==> src/rtl/gb_arb_pkg.sv <==
// Shared types and constants for the ghostbus host arbiter.
// Holds the FSM state encoding, the latency counter width and the read latency range check.
package gb_arb_pkg;

    typedef enum logic [1:0] {
        IDLE  = 2'd0,
        ISSUE = 2'd1,
        WAIT  = 2'd2,
        DONE  = 2'd3
    } arb_state_t;

    localparam int LAT_W = 4;

    function automatic bit rd_lat_ok(input int lat);
        return (lat >= 1) && (lat <= 15);
    endfunction

endpackage

==> src/rtl/gb_host_arb_if.sv <==
// Bundle of both requester handshakes plus the ghostbus host port.
// The slave modport is the arbiter's view; the master modport is the requesters' and bus side.
interface gb_host_arb_if #(
    parameter int AW = 24,
    parameter int DW = 32
);
    logic          req0;
    logic          we0;
    logic [AW-1:0] addr0;
    logic [DW-1:0] wdata0;
    logic          ack0;
    logic [DW-1:0] rdata0;

    logic          req1;
    logic          we1;
    logic [AW-1:0] addr1;
    logic [DW-1:0] wdata1;
    logic          ack1;
    logic [DW-1:0] rdata1;

    logic [AW-1:0] gb_addr;
    logic [DW-1:0] gb_dout;
    logic          gb_we;
    logic          gb_re;
    logic [DW-1:0] gb_din;

    modport slave (
        input  req0, we0, addr0, wdata0,
        input  req1, we1, addr1, wdata1,
        input  gb_din,
        output ack0, rdata0, ack1, rdata1,
        output gb_addr, gb_dout, gb_we, gb_re
    );

    modport master (
        output req0, we0, addr0, wdata0,
        output req1, we1, addr1, wdata1,
        output gb_din,
        input  ack0, rdata0, ack1, rdata1,
        input  gb_addr, gb_dout, gb_we, gb_re
    );
endinterface

==> src/rtl/gb_host_arb_rr_pick2.sv <==
// Combinational two-way round-robin picker.
// On a tie the requester that did not win last time is chosen.
module gb_rr_pick2 (
    input  logic req0,
    input  logic req1,
    input  logic last_grant,
    output logic grant_valid,
    output logic grant_idx
);

    always_comb begin
        grant_valid = req0 | req1;
        grant_idx   = req1;
        if (req0 && req1) begin
            grant_idx = ~last_grant;
        end
    end

endmodule

==> src/rtl/gb_host_arb.sv <==
// Shares one ghostbus host port between two requesters, one transaction at a time,
// with single-cycle strobes and a fixed read latency before the read data is returned.
module gb_host_arb
    import gb_arb_pkg::*;
#(
    parameter int AW     = 24,
    parameter int DW     = 32,
    parameter int RD_LAT = 1
) (
    input logic        clk,
    input logic        rst_n,
    gb_host_arb_if.slave bus
);

    if (!rd_lat_ok(RD_LAT)) begin : g_rd_lat_range
        $error("gb_host_arb: RD_LAT %0d outside 1..15", RD_LAT);
    end

    arb_state_t       state;
    logic [LAT_W-1:0] lat_cnt;
    logic             last_grant;
    logic             gnt;
    logic             cur_we;

    logic             grant_valid;
    logic             grant_idx;
    logic             sel_we;
    logic [AW-1:0]    sel_addr;
    logic [DW-1:0]    sel_wdata;

    gb_rr_pick2 u_pick (
        .req0        (bus.req0),
        .req1        (bus.req1),
        .last_grant  (last_grant),
        .grant_valid (grant_valid),
        .grant_idx   (grant_idx)
    );

    always_comb begin
        sel_we    = grant_idx ? bus.we1    : bus.we0;
        sel_addr  = grant_idx ? bus.addr1  : bus.addr0;
        sel_wdata = grant_idx ? bus.wdata1 : bus.wdata0;
    end

    // Strobes and acks are single-cycle pulses; they default low every cycle.
    always_ff @(posedge clk) begin
        if (!rst_n) begin
            state       <= IDLE;
            lat_cnt     <= '0;
            last_grant  <= 1'b1;
            gnt         <= 1'b0;
            cur_we      <= 1'b0;
            bus.gb_addr <= '0;
            bus.gb_dout <= '0;
            bus.gb_we   <= 1'b0;
            bus.gb_re   <= 1'b0;
            bus.ack0    <= 1'b0;
            bus.ack1    <= 1'b0;
            bus.rdata0  <= '0;
            bus.rdata1  <= '0;
        end else begin
            bus.gb_we <= 1'b0;
            bus.gb_re <= 1'b0;
            bus.ack0  <= 1'b0;
            bus.ack1  <= 1'b0;
            case (state)
                IDLE: begin
                    if (grant_valid) begin
                        gnt         <= grant_idx;
                        last_grant  <= grant_idx;
                        cur_we      <= sel_we;
                        bus.gb_addr <= sel_addr;
                        bus.gb_dout <= sel_wdata;
                        bus.gb_we   <= sel_we;
                        bus.gb_re   <= ~sel_we;
                        state       <= ISSUE;
                    end
                end
                ISSUE: begin
                    if (cur_we) begin
                        bus.ack0 <= ~gnt;
                        bus.ack1 <= gnt;
                        state    <= DONE;
                    end else begin
                        lat_cnt <= LAT_W'(RD_LAT - 1);
                        state   <= WAIT;
                    end
                end
                WAIT: begin
                    // Counter hits zero exactly when gb_din is due for this read.
                    if (lat_cnt == '0) begin
                        if (gnt) begin
                            bus.rdata1 <= bus.gb_din;
                            bus.ack1   <= 1'b1;
                        end else begin
                            bus.rdata0 <= bus.gb_din;
                            bus.ack0   <= 1'b1;
                        end
                        state <= DONE;
                    end else begin
                        lat_cnt <= lat_cnt - LAT_W'(1);
                    end
                end
                DONE: begin
                    state <= IDLE;
                end
                default: begin
                    state <= IDLE;
                end
            endcase
        end
    end

endmodule

==> src/flat_wrapper.sv <==
// flat-port wrapper written by rule: the top's interface ports become plain ports
module gb_host_arb_flat import gb_arb_pkg::*;
#(
    parameter int AW     = 24,
    parameter int DW     = 32,
    parameter int RD_LAT = 1
)
  (clk, rst_n, bus_req0, bus_we0, bus_addr0, bus_wdata0, bus_req1, bus_we1, bus_addr1, bus_wdata1, bus_gb_din, bus_ack0, bus_rdata0, bus_ack1, bus_rdata1, bus_gb_addr, bus_gb_dout, bus_gb_we, bus_gb_re);
  gb_host_arb_if #(.AW(AW), .DW(DW)) bus_i ();
  input logic clk;
  input logic rst_n;
  input wire logic [$bits(bus_i.req0)-1:0] bus_req0;
  input wire logic [$bits(bus_i.we0)-1:0] bus_we0;
  input wire logic [$bits(bus_i.addr0)-1:0] bus_addr0;
  input wire logic [$bits(bus_i.wdata0)-1:0] bus_wdata0;
  input wire logic [$bits(bus_i.req1)-1:0] bus_req1;
  input wire logic [$bits(bus_i.we1)-1:0] bus_we1;
  input wire logic [$bits(bus_i.addr1)-1:0] bus_addr1;
  input wire logic [$bits(bus_i.wdata1)-1:0] bus_wdata1;
  input wire logic [$bits(bus_i.gb_din)-1:0] bus_gb_din;
  output wire logic [$bits(bus_i.ack0)-1:0] bus_ack0;
  output wire logic [$bits(bus_i.rdata0)-1:0] bus_rdata0;
  output wire logic [$bits(bus_i.ack1)-1:0] bus_ack1;
  output wire logic [$bits(bus_i.rdata1)-1:0] bus_rdata1;
  output wire logic [$bits(bus_i.gb_addr)-1:0] bus_gb_addr;
  output wire logic [$bits(bus_i.gb_dout)-1:0] bus_gb_dout;
  output wire logic [$bits(bus_i.gb_we)-1:0] bus_gb_we;
  output wire logic [$bits(bus_i.gb_re)-1:0] bus_gb_re;
  assign bus_i.req0 = bus_req0;
  assign bus_i.we0 = bus_we0;
  assign bus_i.addr0 = bus_addr0;
  assign bus_i.wdata0 = bus_wdata0;
  assign bus_i.req1 = bus_req1;
  assign bus_i.we1 = bus_we1;
  assign bus_i.addr1 = bus_addr1;
  assign bus_i.wdata1 = bus_wdata1;
  assign bus_i.gb_din = bus_gb_din;
  assign bus_ack0 = bus_i.ack0;
  assign bus_rdata0 = bus_i.rdata0;
  assign bus_ack1 = bus_i.ack1;
  assign bus_rdata1 = bus_i.rdata1;
  assign bus_gb_addr = bus_i.gb_addr;
  assign bus_gb_dout = bus_i.gb_dout;
  assign bus_gb_we = bus_i.gb_we;
  assign bus_gb_re = bus_i.gb_re;
  gb_host_arb #(.AW(AW), .DW(DW), .RD_LAT(RD_LAT)) u_core (.clk(clk), .rst_n(rst_n), .bus(bus_i));
endmodule
==> config.mk <==
export PLATFORM = sky130hd
export DESIGN_NAME = gb_host_arb_flat
export DESIGN_NICKNAME = d
export VERILOG_FILES = /design/src/rtl/gb_arb_pkg.sv /design/src/rtl/gb_host_arb_if.sv /design/src/rtl/gb_host_arb_rr_pick2.sv /design/src/rtl/gb_host_arb.sv /design/src/flat_wrapper.sv
export SDC_FILE = /design/constraint.sdc
export NUM_CORES = 1
export LEC_CHECK = 0
export BUFFER_PORTS_ARGS = -buffer_cell sky130_fd_sc_hd__clkbuf_2
export CORE_ASPECT_RATIO = 1.2
export CORE_MARGIN = 2
export CORE_UTILIZATION = 49
export CTS_CLUSTER_SIZE = 20
export DETAILED_ROUTE_END_ITERATION = 12
export PLACE_DENSITY = 0.86
export SLEW_MARGIN = 20
export SYNTH_ARGS = -nofsm -noshare
export SYNTH_HDL_FRONTEND = slang
export SYNTH_HIERARCHICAL = 1
export SYNTH_SLANG_ARGS = --single-unit
==> constraint.sdc <==
create_clock -name clk -period 2.2 [get_ports clk]
set_input_delay 0.11 -clock clk [delete_from_list [all_inputs] [get_ports clk]]
set_output_delay 0.11 -clock clk [all_outputs]
set_load 0.01 [all_outputs]
==> impl_metrics.json, run 1 <==
{
  "start_kind": "flip-flop",
  "drtAntennaViolNets": 0,
  "critPathCaptureType": "flip-flop",
  "synth_cell_types": 33,
  "ys.flop_type": "dfxtp_1",
  "ys_top_cells_by_area": "dfxtp_1, mux2i_1, nand2_1, a211oi_1, a21oi_1",
  "cpPeakStageDelay_ps": 330,
  "n_fill_cell": 771,
  "final_area_sq_um": 7620,
  "dp_hpwl_um": 10870,
  "synth_top_cells_by_count": "nand2_1, dfxtp_1, a21oi_1",
  "grt_overflow": 0,
  "required_ps": 2530,
  "viasPerCell": 5.210,
  "post_cts_buffers": 0,
  "grt_start_max_net_pins": 66,
  "reg2reg_depth": 7,
  "num_rows": 41,
  "worstReg2RegEnd": "u_core/bus.rdata0[1]",
  "syn_nets": 756,
  "cts_tree": "done",
  "synth_warnings": 6,
  "htree_levels": 4,
  "cts_made_buffers": 17,
  "cellPowerDensity_nw_per_um2": 1121,
  "fp.dieW_um": 98.98,
  "gp_congestion": 0.8063,
  "tightest_slew_ps": 466.2,
  "yosysTopAreaCell": "dfxtp_1",
  "cts_root_buf": "clkbuf_16",
  "portBuffers": 273,
  "utilization_pct": 72.46,
  "wl_um": 15820,
  "grt_pass1_wl_um": 24540,
  "peakVddDrop_v": 0.0007183,
  "dp_slack_ps": 515.6,
  "area_growth_pct": 43.67,
  "min_period_ps": 1780,
  "chipHeight_um": 118.0,
  "rsz0062_at_grt": "no",
  "finalPower_uw": 8545,
  "syn_area_sq_um": 5304,
  "nets": 1043,
  "clock_sinks": 133,
  "drt_iter0_drc": 396,
  "timing.rr.start": "u_core/state[0]",
  "ys_seq_area_share_pct": 50.20,
  "synth_top_cell_area_share_pct": 50.20,
  "clk_latency_ps": 410,
  "cts-resized-gates": 0,
  "initial_utilization_pct": 50.43,
  "slew_violations": 0,
  "synth-edff-count": 0,
  "min_from": "bus_wdata0[28]",
  "avgSynthCellArea_sq_um": 8.810,
  "worst-setup-path-type": "flip-flop to flip-flop",
  "setup_tns_ps": 0,
  "r2r_slack_ps": 420,
  "cp_slowest_cell": "dfxtp_1",
  "ys_seq_elements": 133,
  "cp_max_fo": 32,
  "min_period_over_period_pct": 80.89,
  "clock.fmax_ghz": 0.5619,
  "gr-usage-all-layers_pct": 26.40,
  "io_pins": 274,
  "synth_most_common_cell": "nand2_1",
  "path_cells": "inv_1 > ha_1 > and4bb_1 > and2b_1 > buf_4 > nand2_1 > a21oi_1",
  "skew_ps": 7.613,
  "core_sq_um": 10520,
  "crit_arrival_ps": 2110,
  "drv_cap": 0,
  "synth_async_sr_flop_share_pct": 0,
  "placed_cell_area_sq_um": 6709,
  "die_area_sq_um": 11680,
  "cts_buffer_depth": 2,
  "grt_pass1_vias": 5059,
  "worst_slack_ps": 420.4,
  "wl_per_cell_um": 15.35,
  "drive_gt1_share_pct": 35.41,
  "antenna_found_initial": 3,
  "status": "complete, no violations",
  "netlist_instances": 602,
  "timing.max_slew.rel_slack_pct": 68.88,
  "power_leakage_uw": 0.003453,
  "route.detailed.drc": 0,
  "hold_path_end": "u_core/bus.gb_dout[28]",
  "min_path_cells": 3,
  "num_vias": 5371,
  "hp-class": "primary input to flip-flop",
  "setup_viol": 0,
  "hold_viol": 0,
  "cts.clk_slew.worst_paths_ps": 60,
  "drtPass1Iterations": 4
}
==> worst max-delay path: cells and delay by family (launching register included) <==
kind | cells | cell delay [ps]
flip-flops | 1 | 330
adder cells (fa/ha/maj) | 1 | 190
buffers and inverters | 2 | 410
AO/OA/AOI/OAI | 1 | 170
AND/OR/NAND/NOR | 3 | 590
==> registers in the layout (all words and copies together), names as in the netlist <==
signal / cells
u_core/state: 2
u_core/bus.gb_we: 1
u_core/bus.gb_dout: 32
u_core/bus.rdata1: 32
u_core/last_grant: 1
u_core/bus.gb_addr: 24
u_core/gnt: 1
u_core/bus.rdata0: 32
u_core/bus.ack1: 1
u_core/cur_we: 1
u_core/bus.gb_re: 1
u_core/lat_cnt: 4
u_core/bus.ack0: 1
==> layout by cell type, fill, tap and decap left out, types with 5 or more instances in the layout <==
master / netlist / final
a211oi_1: 58 / 58
a21oi_1: 69 / 69
buf_4: 5 / 7
clkbuf_16: 0 / 17
clkbuf_2: 0 / 273
clkinv_2: 0 / 5
dfxtp_1: 133 / 133
dlygate4sd3_1: 0 / 32
inv_1: 7 / 6
mux2i_1: 57 / 57
nand2_1: 139 / 139
nor2_1: 58 / 58
==> routing by layer <==
metal  part of all wire (%)  vias to the layer above  routed length (um)  GRT usage, %
li1                       -                     2657                   -             -
met1                     36                     2443                5735         28.84
met2                     52                      248                8199         46.49
met3                     11                       19                1673         10.75
met4                    1.2                        4                 183         7.620
met5                   0.18                        -                  29             0
==> cell families (layout without fill, tap and decap cells) <==
| logic type | count (synthesis) | in the layout | share of synthesized area (%) |
|---|---|---|---|
| muxes | 57 | 57 | 10.76 |
| and+or+nand+nor | 215 | 215 | 16.21 |
| adders and majority gates | 4 | 4 | 0.9437 |
| buffers and inverters | 55 | 354 | 5.591 |
| DFF | 133 | 133 | 50.20 |
| AOI/OAI and AO/OA | 138 | 138 | 16.30 |
| other | 0 | 1 | 0 |
==> what timing repair did <==
item / CTS / global route
endpoints found under the hold margin: 64 / 0
endpoints found under the setup margin: 0 / 0
hold buffers: 32 / 0
==> how the worst max path moves through the flow <==
stage | start | endpoint | slack, ps | cells past startpoint
2_1_floorplan | u_core/state[0] | u_core/bus.rdata1[22] | 670 | 8
3_3_place_gp | u_core/state[0] | u_core/bus.rdata0[2] | 550 | 7
3_5_place_dp | u_core/state[0] | u_core/bus.rdata1[21] | 520 | 7
4_1_cts | u_core/state[0] | u_core/bus.rdata1[30] | 470 | 7
5_1_grt | u_core/state[0] | u_core/bus.rdata1[27] | 290 | 7
6_report | u_core/state[0] | u_core/bus.rdata0[1] | 420 | 7
==> metrics by stage <==
step	hold WS [ps]	cells
floorplan	246.0	602
global placement	348.1	967
detailed placement	355.1	967
CTS	7.541	1030
global route	20.02	1030
finish	16.40	1031
==> power breakdown <==
| part | total (uW) | internal, uW | switching (uW) |
|---|---|---|---|
| Clock | 2820 | 1770 | 1040 |
| Combinational | 2530 | 1050 | 1490 |
| Sequential | 3200 | 2920 | 278 |
| Total | 8550 | 5740 | 2810 |
==> layout make-up <==
| class | count | area (sq um) | area share, % |
|---|---|---|---|
| Multi-Input combinational cell | 414 | 2359 | 30.95 |
| Clock buffer | 18 | 429.2 | 5.632 |
| Antenna cell | 1 | 2.502 | 0.03284 |
| Sequential cell | 133 | 2663 | 34.94 |
| Tap cell | 129 | 161.4 | 2.118 |
| Clock inverter | 13 | 158.9 | 2.085 |
| Inverter | 7 | 27.53 | 0.3612 |
| Timing Repair Buffer | 316 | 1819 | 23.88 |
No activity file was read; power rests on OpenSTA's default activity.
==> run 2: changes to the inputs <==
Settings changed: CORE_UTILIZATION 49 to 45, PLACE_DENSITY 0.86 to 0.8.
Clock period 2.2 ns to 1.75 ns, I/O delays scaled along.
==> run 2 against run 1 <==
  * Cell area rose by 6.5%
  * Sequential cell count did not move
  * Worst setup slack got worse by 330 ps
  * Largest power group unchanged
==> impl_metrics.json, run 2 (same netlist as run 1, synthesis figures left out) <==
{
  "r2r_slack_ps": 90,
  "dp_hpwl_um": 11110,
  "worst-setup-path-type": "flip-flop to flip-flop",
  "nets": 1076,
  "cp_max_fo": 16,
  "peakVddDrop_v": 0.0007148,
  "diodes": 0,
  "drv_cap": 0,
  "hold_viol": 0,
  "min_period_over_period_pct": 94.65,
  "cellPowerDensity_nw_per_um2": 1389,
  "gp_congestion": 0.7629,
  "cts_made_buffers": 17,
  "grt_start_max_net_pins": 50,
  "drtPass1Iterations": 4,
  "clock.fmax_ghz": 0.6038,
  "drt_iter0_drc": 228,
  "timing.max_slew.rel_slack_pct": 71.32,
  "grt_pass1_vias": 5426,
  "wl_per_cell_um": 15.91,
  "io_pins": 274,
  "min_from": "bus_addr1[0]",
  "htree_levels": 4,
  "setup_tns_ps": 0,
  "num_rows": 43,
  "wl_um": 17370,
  "num_vias": 5584,
  "core_sq_um": 11510,
  "tightest_slew_ps": 430.1,
  "timing.rr.start": "u_core/lat_cnt[0]",
  "start_kind": "flip-flop",
  "status": "complete, no violations",
  "viasPerCell": 5.114,
  "reg.largest.list": "u_core/bus.gb_dout (32), u_core/bus.rdata0 (32), u_core/bus.rdata1 (32)",
  "setup_viol": 0,
  "initial_utilization_pct": 46.07,
  "crit_arrival_ps": 1940,
  "hp-class": "primary input to flip-flop",
  "cts_buffer_depth": 2,
  "rsz0062_at_grt": "no",
  "cts.clk_slew.worst_paths_ps": 60,
  "reg2reg_depth": 7,
  "fp.dieW_um": 103.1,
  "worstReg2RegEnd": "u_core/bus.rdata0[0]",
  "grt_overflow": 0,
  "clk_latency_ps": 400,
  "utilization_pct": 70.45,
  "drive_gt1_share_pct": 35.19,
  "drtAntennaViolNets": 0,
  "portBuffers": 273,
  "gr-usage-all-layers_pct": 25.89,
  "route.detailed.drc": 0,
  "grt_pass1_wl_um": 25560,
  "min_period_ps": 1656,
  "cts_tree": "done",
  "final_common_cell": "clkbuf_2",
  "slew_violations": 0,
  "chipHeight_um": 122.9,
  "required_ps": 2030,
  "cts_root_buf": "clkbuf_16",
  "clock_sinks": 133,
  "area_growth_pct": 52.94,
  "final_cell_mix": "clkbuf_2, nand2_1, dfxtp_1, a21oi_1, dlygate4sd3_1",
  "endpoint": "u_core/bus.rdata0[0]",
  "die_area_sq_um": 12670,
  "antenna_found_initial": 0,
  "power_leakage_uw": 0.003646,
  "worst_hold_slack_ps": 19.39,
  "cp-startpoint": "u_core/lat_cnt[0]",
  "skew_ps": 6.788,
  "critPathCaptureType": "flip-flop"
}
[run 2: cell count changes in the layout (fill, tap and decap cells not counted), moves of 2 or more]
cell	previous run	this run
buf_12	4	10
buf_4	7	4
clkinv_2	5	3
dlygate4sd3_1	32	61
inv_6	1	4
[run 2: critical path, stage by stage (launching register included)]
cell,delay (ps)
dfxtp_1,370
inv_1,60
ha_1,220
and4bb_2,280
and2b_2,260
clkbuf_16,190
nand2_1,90
a21oi_1,60
[run 2: worst min path at each step]
stage               cells past startpoint                endpoint
floorplan                               2    u_core/bus.rdata0[0]
global placement                        3    u_core/bus.rdata1[7]
detailed placement                      3   u_core/bus.rdata0[15]
CTS                                     3  u_core/bus.gb_addr[18]
global route                            3  u_core/bus.gb_dout[14]
finish                                  3   u_core/bus.gb_addr[0]
[run 2: where the power goes]
group | internal, uW | switching (uW)
registers | 3670 | 364
clock network | 2400 | 1370
logic | 1500 | 1960
total | 7570 | 3690
[run 2: routing by layer]
layer,part of all wire (%),track usage (%)
met5,0,0
met4,2.3,11.43
met3,8.0,6.953
met2,51,45.62
met1,39,28.93
[run 2: what timing repair did]
action	4_1_cts	5_1_grt
hold buffers	61	0
setup endpoints to repair	0	24
endpoints found under the hold margin	89	0
buffers inserted	0	0
gates resized for setup	0	4
[run 2: final cells by class]
| class | instances | area (sq um) |
|---|---|---|
| Clock buffer | 17 | 425.4 |
| Clock inverter | 15 | 202.7 |
| Fill cell | 877 | 3402 |
| Inverter | 7 | 28.78 |
| Multi-Input combinational cell | 414 | 2362 |
| Sequential cell | 133 | 2664 |
| Tap cell | 157 | 196.4 |
| Timing Repair Buffer | 349 | 2232 |
[run 2: stage by stage]
step           cell area, sq um  setup WS [ps]  power [uW]  std cells
3_5_place_dp               6843          124.0        7305        998
3_3_place_gp               6843          224.7        7219        998
6_report                   8112          93.71       11270       1092
2_1_floorplan              5304          222.4        6018        602
4_1_cts                    8082          101.4       11220       1091
5_1_grt                    8112          4.443       11850       1092
